--- src/rtl/jb_predict_resolve_unit.sv ---
// Jump/branch predict-and-resolve unit for the rv32i pipeline.
// The ID stage reads a table of saturating counters (BHT) to predict branch direction.
// The EX stage resolves branches, JAL and JALR, selects the PC mux and trains the BHT.

package jb_predict_resolve_pkg;
    typedef enum logic [2:0] {
        F3_BEQ  = 3'b000,
        F3_BNE  = 3'b001,
        F3_BLT  = 3'b100,
        F3_BGE  = 3'b101,
        F3_BLTU = 3'b110,
        F3_BGEU = 3'b111
    } branch_funct3_t;
endpackage

module jb_predict_resolve_unit
    import jb_predict_resolve_pkg::*;
#(
    parameter int IDX_BITS = 6,
    parameter int CTR_W    = 2,
    parameter int PERF_W   = 32
) (
    input  logic              clk,
    input  logic              rst,
    input  logic              stall,
    input  logic              id_valid,
    input  logic              id_is_branch,
    input  logic [31:0]       id_pc,
    output logic              id_pred_taken,
    input  logic              ex_valid,
    input  logic [31:0]       ex_pc,
    input  logic [1:0]        ex_jb_sel,
    input  branch_funct3_t    ex_cmpop,
    input  logic [31:0]       ex_rs1_out,
    input  logic [31:0]       ex_rs2_out,
    input  logic              ex_pred_taken,
    output logic [1:0]        pcmux_sel,
    output logic              flush,
    output logic [PERF_W-1:0] branch_count,
    output logic [PERF_W-1:0] mispredict_count
);

    localparam int                ENTRIES  = 1 << IDX_BITS;
    localparam logic [CTR_W-1:0]  CTR_INIT = {1'b0, {(CTR_W-1){1'b1}}};
    localparam logic [CTR_W-1:0]  CTR_MAX  = '1;
    localparam logic [CTR_W-1:0]  CTR_ONE  = CTR_W'(1);
    localparam logic [PERF_W-1:0] PERF_MAX = '1;
    localparam logic [PERF_W-1:0] PERF_ONE = PERF_W'(1);

    logic [ENTRIES-1:0][CTR_W-1:0] bht_q, bht_d;
    logic [PERF_W-1:0]             branch_count_q, branch_count_d;
    logic [PERF_W-1:0]             mispredict_count_q, mispredict_count_d;

    logic [IDX_BITS-1:0] id_idx, ex_idx;
    logic                br_taken, ex_act, ex_is_cond, ex_is_jump, mispredict;

    // Only the index bits of the PCs matter here; everything else is intentionally ignored.
    logic unused_pc_bits;
    assign unused_pc_bits = ^{id_pc[31:IDX_BITS+2], id_pc[1:0], ex_pc[31:IDX_BITS+2], ex_pc[1:0]};

    assign id_idx = id_pc[IDX_BITS+1:2];
    assign ex_idx = ex_pc[IDX_BITS+1:2];

    // Same-cycle table read; a write to the same entry this cycle shows up next cycle.
    assign id_pred_taken = id_valid & id_is_branch & bht_q[id_idx][CTR_W-1];

    // Branch comparator; unknown funct3 encodings resolve not-taken.
    always_comb begin
        br_taken = 1'b0;
        case (ex_cmpop)
            F3_BEQ:  br_taken = (ex_rs1_out == ex_rs2_out);
            F3_BNE:  br_taken = (ex_rs1_out != ex_rs2_out);
            F3_BLT:  br_taken = ($signed(ex_rs1_out) <  $signed(ex_rs2_out));
            F3_BGE:  br_taken = ($signed(ex_rs1_out) >= $signed(ex_rs2_out));
            F3_BLTU: br_taken = (ex_rs1_out <  ex_rs2_out);
            F3_BGEU: br_taken = (ex_rs1_out >= ex_rs2_out);
            default: br_taken = 1'b0;
        endcase
    end

    // Redirect selection: EX redirect beats ID prediction, which beats sequential fetch.
    always_comb begin
        ex_act     = ex_valid & ~stall;
        ex_is_cond = (ex_jb_sel == 2'b00);
        ex_is_jump = (ex_jb_sel == 2'b01) | (ex_jb_sel == 2'b10);
        mispredict = ex_act & ex_is_cond & (br_taken != ex_pred_taken);
        pcmux_sel  = 2'b00;
        flush      = 1'b0;
        if (ex_act && ex_is_jump) begin
            pcmux_sel = 2'b10;
            flush     = 1'b1;
        end else if (mispredict) begin
            pcmux_sel = br_taken ? 2'b10 : 2'b11;
            flush     = 1'b1;
        end else if (id_pred_taken && !stall) begin
            pcmux_sel = 2'b01;
        end
    end

    // BHT training and saturating perf counters for resolved conditional branches.
    always_comb begin
        bht_d              = bht_q;
        branch_count_d     = branch_count_q;
        mispredict_count_d = mispredict_count_q;
        if (ex_act && ex_is_cond) begin
            if (br_taken) begin
                if (bht_q[ex_idx] != CTR_MAX) bht_d[ex_idx] = bht_q[ex_idx] + CTR_ONE;
            end else begin
                if (bht_q[ex_idx] != '0) bht_d[ex_idx] = bht_q[ex_idx] - CTR_ONE;
            end
            if (branch_count_q != PERF_MAX) branch_count_d = branch_count_q + PERF_ONE;
            if (mispredict && mispredict_count_q != PERF_MAX)
                mispredict_count_d = mispredict_count_q + PERF_ONE;
        end
    end

    // State registers; reset returns every entry to weakly not-taken.
    always_ff @(posedge clk or posedge rst) begin
        if (rst) begin
            bht_q              <= {ENTRIES{CTR_INIT}};
            branch_count_q     <= '0;
            mispredict_count_q <= '0;
        end else begin
            bht_q              <= bht_d;
            branch_count_q     <= branch_count_d;
            mispredict_count_q <= mispredict_count_d;
        end
    end

    assign branch_count     = branch_count_q;
    assign mispredict_count = mispredict_count_q;

endmodule

--- config.mk ---
export PLATFORM = sky130hd
export DESIGN_NAME = jb_predict_resolve_unit
export DESIGN_NICKNAME = d
export VERILOG_FILES = /design/src/rtl/jb_predict_resolve_unit.sv
export SDC_FILE = /design/constraint.sdc
export NUM_CORES = 1
export LEC_CHECK = 0
export BUFFER_PORTS_ARGS = -buffer_cell sky130_fd_sc_hd__buf_4
export CORE_ASPECT_RATIO = 1.25
export CORE_MARGIN = 2
export CORE_UTILIZATION = 40
export CTS_CLUSTER_SIZE = 24
export DETAILED_ROUTE_END_ITERATION = 7
export HOLD_SLACK_MARGIN = 0.05
export PLACE_DENSITY = 0.6
export SLEW_MARGIN = 40
export SYNTH_ARGS = -nofsm -noshare
export SYNTH_HDL_FRONTEND = slang
export SYNTH_SLANG_ARGS = --single-unit
--- constraint.sdc ---
create_clock -name clk -period 6.6 [get_ports clk]
set_input_delay 0 -clock clk [delete_from_list [all_inputs] [get_ports clk]]
set_output_delay 0 -clock clk [all_outputs]
set_load 0.01 [all_outputs]
==> impl_metrics.tcl, run 1 <==
set metrics [dict create \
    run_status "finished clean" \
    drv_slew 0 \
    syn_avg_cell_area_um2 11.23 \
    hold_path_depth 4 \
    cts_buffers 17 \
    std_cell_rows 66 \
    clock_sinks 192 \
    vdd.ir_drop.worst_v 0.0002063 \
    grt.busiest_layer "met2" \
    clockBufferDepth 2 \
    rsz0062_at_grt "no" \
    tightestPinTransition_ns 0.8698 \
    asyncSetResetFlopFracSynth 1.000 \
    first_iter_violations 570 \
    cts_setup_buffers 0 \
    timing.rr.end "bht_q[63]" \
    postLayoutSetupSlackWorst_ns 2.823 \
    antennaDiodeCount 0 \
    worst-path-max-fanout 64 \
    die_x_um 149.4 \
    drv.max_cap_violation_count 0 \
    synth-edff-count 0 \
    top_count_cell_post_synth "dfrtp_1" \
    clock_latency_ns 0.45 \
    grt_first_pass_wirelength_um 46450 \
    area_of_the_die_mm2 0.02775 \
    critical_path_class "flip-flop to flip-flop" \
    ys.flop_type "dfrtp_1" \
    drt_wl_total_um 30060 \
    fmax_ghz 0.2647 \
    ioPinCount 208 \
    r2r_cells 10 \
    total_number_of_yosys_warnings 0 \
    grt_antenna_before_repair 0 \
    yosys-mux-area-fraction 0.1884 \
    port-buffer-count 155 \
    timing.final.setup_violations 0 \
    setup-tns-final_ns 0 \
    met3_usage 0.03407 \
    worst-r2r-setup-slack_ns 2.82 \
    synth_simple_gate_area_frac 0.1380 \
    netlist-cell-type-count 59 \
    synthesis.nets 1118 \
    grt_overall_usage 0.2194 \
    synth.yosys.seq_area_share 0.4622 \
    syn_area_mm2 0.01057 \
    compound_gate_fraction_of_synth_area 0.07742 \
    first_global_vias 8208 \
    crit_end_category "flip-flop" \
    final_antenna_net_count 0 \
    flow.area_growth_from_synthesis_pct 19.27 \
    grt_overflow 0 \
    floorplan.initialDensity 0.4063 \
    clock_tree_from_tritoncts "built" \
    p_per_area_mw_per_mm2 216.6 \
    grt_max_degree 137 \
    top_cell_types_by_occurrence_after_synthesis "128 x dfrtp_1, 126 x mux2_2, 86 x nand3_1, 64 x dfstp_2, 47 x nand2_1" \
    ctsRootBufferMaster "clkbuf_16" \
    fin_worst_skew_ns 0.01354 \
    finalHoldViolCount 0 \
    top_cells_by_area_in_the_synthesized_netlist "dfrtp_1 30%, dfstp_2 16%, mux2_2 13%" \
    die-height_um 185.7 \
    grt.met1_usage 0.2741 \
    viasPerCell 5.773 \
    fillerInstances 2423 \
    core_box_area_mm2 0.02601 \
    synth_top_family_by_area "multiplexers" \
    period_share 0.5723 \
    hpwlAfterDp_um 20290 \
    synth.largest_area_cell "dfrtp_1" \
    cp.required_ns 6.94 \
    worst_hold_path.endpoint "mispredict_count[24]" \
    drt-wirelength-per-cell_um 21.08 \
    ys_ff_latch 192 \
    drive_gt1_frac 0.3867 \
    design_power_total_mw 2.730 \
    slew_limit_headroom 0.4180 \
    critPathArrivalTime_ns 4.12 \
    cts_max_level 4 \
    class_of_the_most_critical_hold_timing_path "input port to flip-flop" \
    period_needed_ns 3.777 \
    p_leak_nw 5.831 \
    route.vias.total 8233 \
    cts.reportedPaths.clkPinSlew_ns 0.08 \
    residual_drc_count 0 \
    postSynthCellCount 941 \
    nNetsFinal 1250 \
    synth_area_in_adders 0.04380 \
    place_ws_ns 2.604 \
    globalRouteMet2Util 0.3776 \
    drt_first_pass_iters 5 \
    critPathLaunchType "flip-flop" \
    routability_cong 0.8535 \
    yosys.area_share.xor_xnor 0.05138 \
    hold_start "ex_pred_taken" \
    synth_top_area_frac 0.3031 \
]
[cell families after synthesis]
family                     Yosys count
AOI/OAI and AO/OA                  118
xor gates and xnor gates            62
adders and majority gates           37
buffers and inverters               95
DFF                                192
muxes                              156
and+or+nand+nor                    281
[layer usage]
layer	up-vias	part of all wire	wire [um]
li1	3752	-	-
met1	4058	0.41	12270
met3	78	0.067	2013
met4	0	0.035	1048
met5	-	0	0
met2	345	0.49	14720
[per-stage QoR]
stage	std cells	hold WS, ns	utilization	cell area (um^2)
6_report	1426	0.05844	0.4846	12610
5_1_grt	1426	0.08452	0.4846	12610
4_1_cts	1426	0.05168	0.4845	12600
3_5_place_dp	1393	0.1641	0.4624	12030
3_3_place_gp	1393	0.2674	0.4610	11990
2_1_floorplan	941	0.09509	-	10570
[power by group]
part	total, mW	internal, mW	switching, mW
Combinational	0.427	0.170	0.257
Clock	1.02	0.532	0.493
Sequential	1.28	1.23	0.0510
[worst max path at each step]
stage                 end  depth (start not counted)
2_1_floorplan  bht_q[101]                          1
3_3_place_gp    bht_q[55]                         12
3_5_place_dp    bht_q[63]                         12
4_1_cts         bht_q[93]                         10
5_1_grt         bht_q[55]                         10
6_report        bht_q[63]                         10
[final cells by class]
cell class	instances	area [um^2]	area share
Inverter	43	173.9	0.01380
Clock buffer	20	436.7	0.03464
Timing Repair Buffer	165	1245	0.09876
Tap cell	340	425.4	0.03375
Sequential cell	192	4885	0.3875
Clock inverter	12	127.6	0.01012
Multi-Input combinational cell	654	5313	0.4214
[cells in the final DEF (no fill, tap or decap), drive strengths merged, types with 6 or more instances in the layout]
cell,instances
clkbuf,20
nand2,47
and3,17
and4,6
mux2,133
a22o,6
nand3,86
o22ai,31
mux4,20
buf,164
nor3,20
xnor2,39
nand4,26
nor2,35
nor2b,8
dfrtp,128
xor2,23
dfstp,64
nor4,12
inv,49
a22oi,16
ha,37
o21ai,6
a21oi,20
[worst max-delay path, cell delays in order, from the launching register on]
cell and delay [ns]:
dfstp_2 0.53, o22ai_1 0.07, or4_1 0.54, o211ai_1 0.29, o31ai_1 0.14, a221o_2 0.44, ha_1 0.23, mux2i_4 0.13
buf_4 0.62, and3_1 0.31, mux2_2 0.34
[what timing repair did]
action / 4_1_cts / 5_1_grt
hold buffers: 1 / 0
resized for setup: 0 / 0
hold endpoints to repair: 78 / 0
Note: power is estimated with default switching activity, not from simulation.
==> inputs of run 2 (changes only) <==
--- a/config.mk
+++ b/config.mk
@@ -12,7 +12,7 @@
 export CTS_CLUSTER_SIZE = 24
 export DETAILED_ROUTE_END_ITERATION = 7
 export HOLD_SLACK_MARGIN = 0.05
-export PLACE_DENSITY = 0.6
+export PLACE_DENSITY = 0.62
 export SLEW_MARGIN = 40
 export SYNTH_ARGS = -nofsm -noshare
 export SYNTH_HDL_FRONTEND = slang
==> constraint.sdc (replaced) <==
create_clock -name clk -period 3.4 [get_ports clk]
set_input_delay 0 -clock clk [delete_from_list [all_inputs] [get_ports clk]]
set_output_delay 0 -clock clk [all_outputs]
set_load 0.01 [all_outputs]
==> impl_metrics.tcl, run 2 (synthesis results as in run 1) <==
set metrics [dict create \
    cp.required_ns 3.73 \
    period_share 0.9842 \
    final_antenna_net_count 0 \
    routability_cong 0.8979 \
    ioPinCount 208 \
    grt_first_pass_wirelength_um 47270 \
    cts.reportedPaths.clkPinSlew_ns 0.08 \
    p_per_area_mw_per_mm2 413.0 \
    commonest_non_fill_non_tap_cells_in_the_layout "193 x buf_4, 128 x dfrtp_1, 126 x mux2_2" \
    layout.area.seq_mm2 0.004885 \
    clock_latency_ns 0.45 \
    clock_sinks 192 \
    run_status "finished clean" \
    critical_path_class "flip-flop to flip-flop" \
    period_needed_ns 3.346 \
    port-buffer-count 155 \
    slew_limit_headroom 0.3827 \
    route.vias.total 8422 \
    drt_wl_total_um 30950 \
    viasPerCell 5.745 \
    fin_cells 1466 \
    flow.area_growth_from_synthesis_pct 23.12 \
    place_ws_ns 0.07539 \
    finalHoldViolCount 0 \
    tightestPinTransition_ns 0.9204 \
    crit_end_category "flip-flop" \
    core_box_area_mm2 0.02601 \
    area_of_the_die_mm2 0.02775 \
    first_iter_violations 472 \
    die-height_um 185.7 \
    drt-wirelength-per-cell_um 21.11 \
    clockBufferDepth 2 \
    clock_tree_from_tritoncts "built" \
    hpwlAfterDp_um 21660 \
    worst-path-max-fanout 20 \
    floorplan.initialDensity 0.4063 \
    residual_drc_count 0 \
    ctsRootBufferMaster "clkbuf_16" \
    drive_gt1_frac 0.4032 \
    p_leak_nw 6.080 \
    critPathArrivalTime_ns 3.68 \
    class_of_the_most_critical_hold_timing_path "input port to asynchronous set/reset pin" \
    antennaDiodeCount 0 \
    grt_antenna_before_repair 0 \
    critPathLaunchType "flip-flop" \
    drv.max_cap_violation_count 0 \
    cts_max_level 4 \
    drt_first_pass_iters 5 \
    grt_overflow 0 \
    grt_max_degree 144 \
    fmax_ghz 0.2988 \
    cts_buffers 17 \
    postLayoutSetupSlackWorst_ns 0.05377 \
    timing.final.setup_violations 0 \
    fillerInstances 2376 \
    grt_overall_usage 0.2227 \
    die_x_um 149.4 \
    r2r_cells 11 \
    design_power_total_mw 5.374 \
    hold_slack_ns 0.08698 \
    nNetsFinal 1290 \
    vdd.ir_drop.worst_v 0.0003561 \
    fin_worst_skew_ns 0.01371 \
    std_cell_rows 66 \
    area_of_combinational_cells_with_multiple_inputs_mm2 0.005293 \
    mostFrequentLayoutCell "buf_4" \
    drv_slew 0 \
    first_global_vias 8466 \
    post_place_cells 1427 \
]
==> run 2: path summary, 6_finish.rpt <==
kind / from / end / slack, ns
max: flip-flop / bht_q[13] / 0.05
max reg2reg: flip-flop / bht_q[13] / 0.05
max in group asynchronous: rst / asynchronous set/reset pin / 2.22
min in group clk: ex_pc[6] / bht_q[31] / 0.16
min reg2reg: branch_count[29] / branch_count[29] / 0.49
min: rst / branch_count[20] / 0.09
==> run 2: worst max-delay path: stages, from the launching register on <==
cell and delay (ns):
dfstp_2 0.53, o22ai_1 0.09, or4_1 0.59, o211ai_1 0.19, o31ai_1 0.10, a221o_2 0.44
ha_1 0.25, mux2i_4 0.27, buf_6 0.16, clkbuf_16 0.18, nand3_1 0.12, mux2_2 0.31
==> run 2: stage by stage <==
stage                     area, um^2  utilization  setup TNS [ns]
after floorplan                10580            -               0
after global placement         12320       0.4736               0
after detailed placement       12320       0.4738               0
after CTS                      12910       0.4963               0
after global routing           13010       0.5002       -0.003376
final                          13010       0.5002               0
==> run 2: area by class of cell <==
cell class              count  area share
flip-flops and latches    192      0.3754
repair buffers            205      0.1289
clock inverters            15     0.01087
multi-input cells         654      0.4067
inverters                  43     0.01269
clock buffers              17     0.03269
well taps                 340     0.03269
==> run 2: power breakdown <==
part	switching [mW]	internal, mW	total [mW]
clock network	0.998	0.977	1.97
registers	0.0962	2.38	2.48
logic	0.519	0.401	0.920
total	1.61	3.76	5.37
==> run 2: metal layers <==
layer	GRT usage	part of all wire	up-vias
met2	0.3782	0.48	356
met3	0.04926	0.077	87
met1	0.2669	0.39	4159
li1	-	-	3820
met5	0	0	-
met4	0.1082	0.048	0
==> run 2: repair_timing <==
item / 4_1_cts / 5_1_grt
hold endpoints to repair: 50 / 0
endpoints found under the setup margin: 0 / 1
resized for setup: 0 / 1
buffers inserted: 0 / 2
hold buffers: 2 / 0
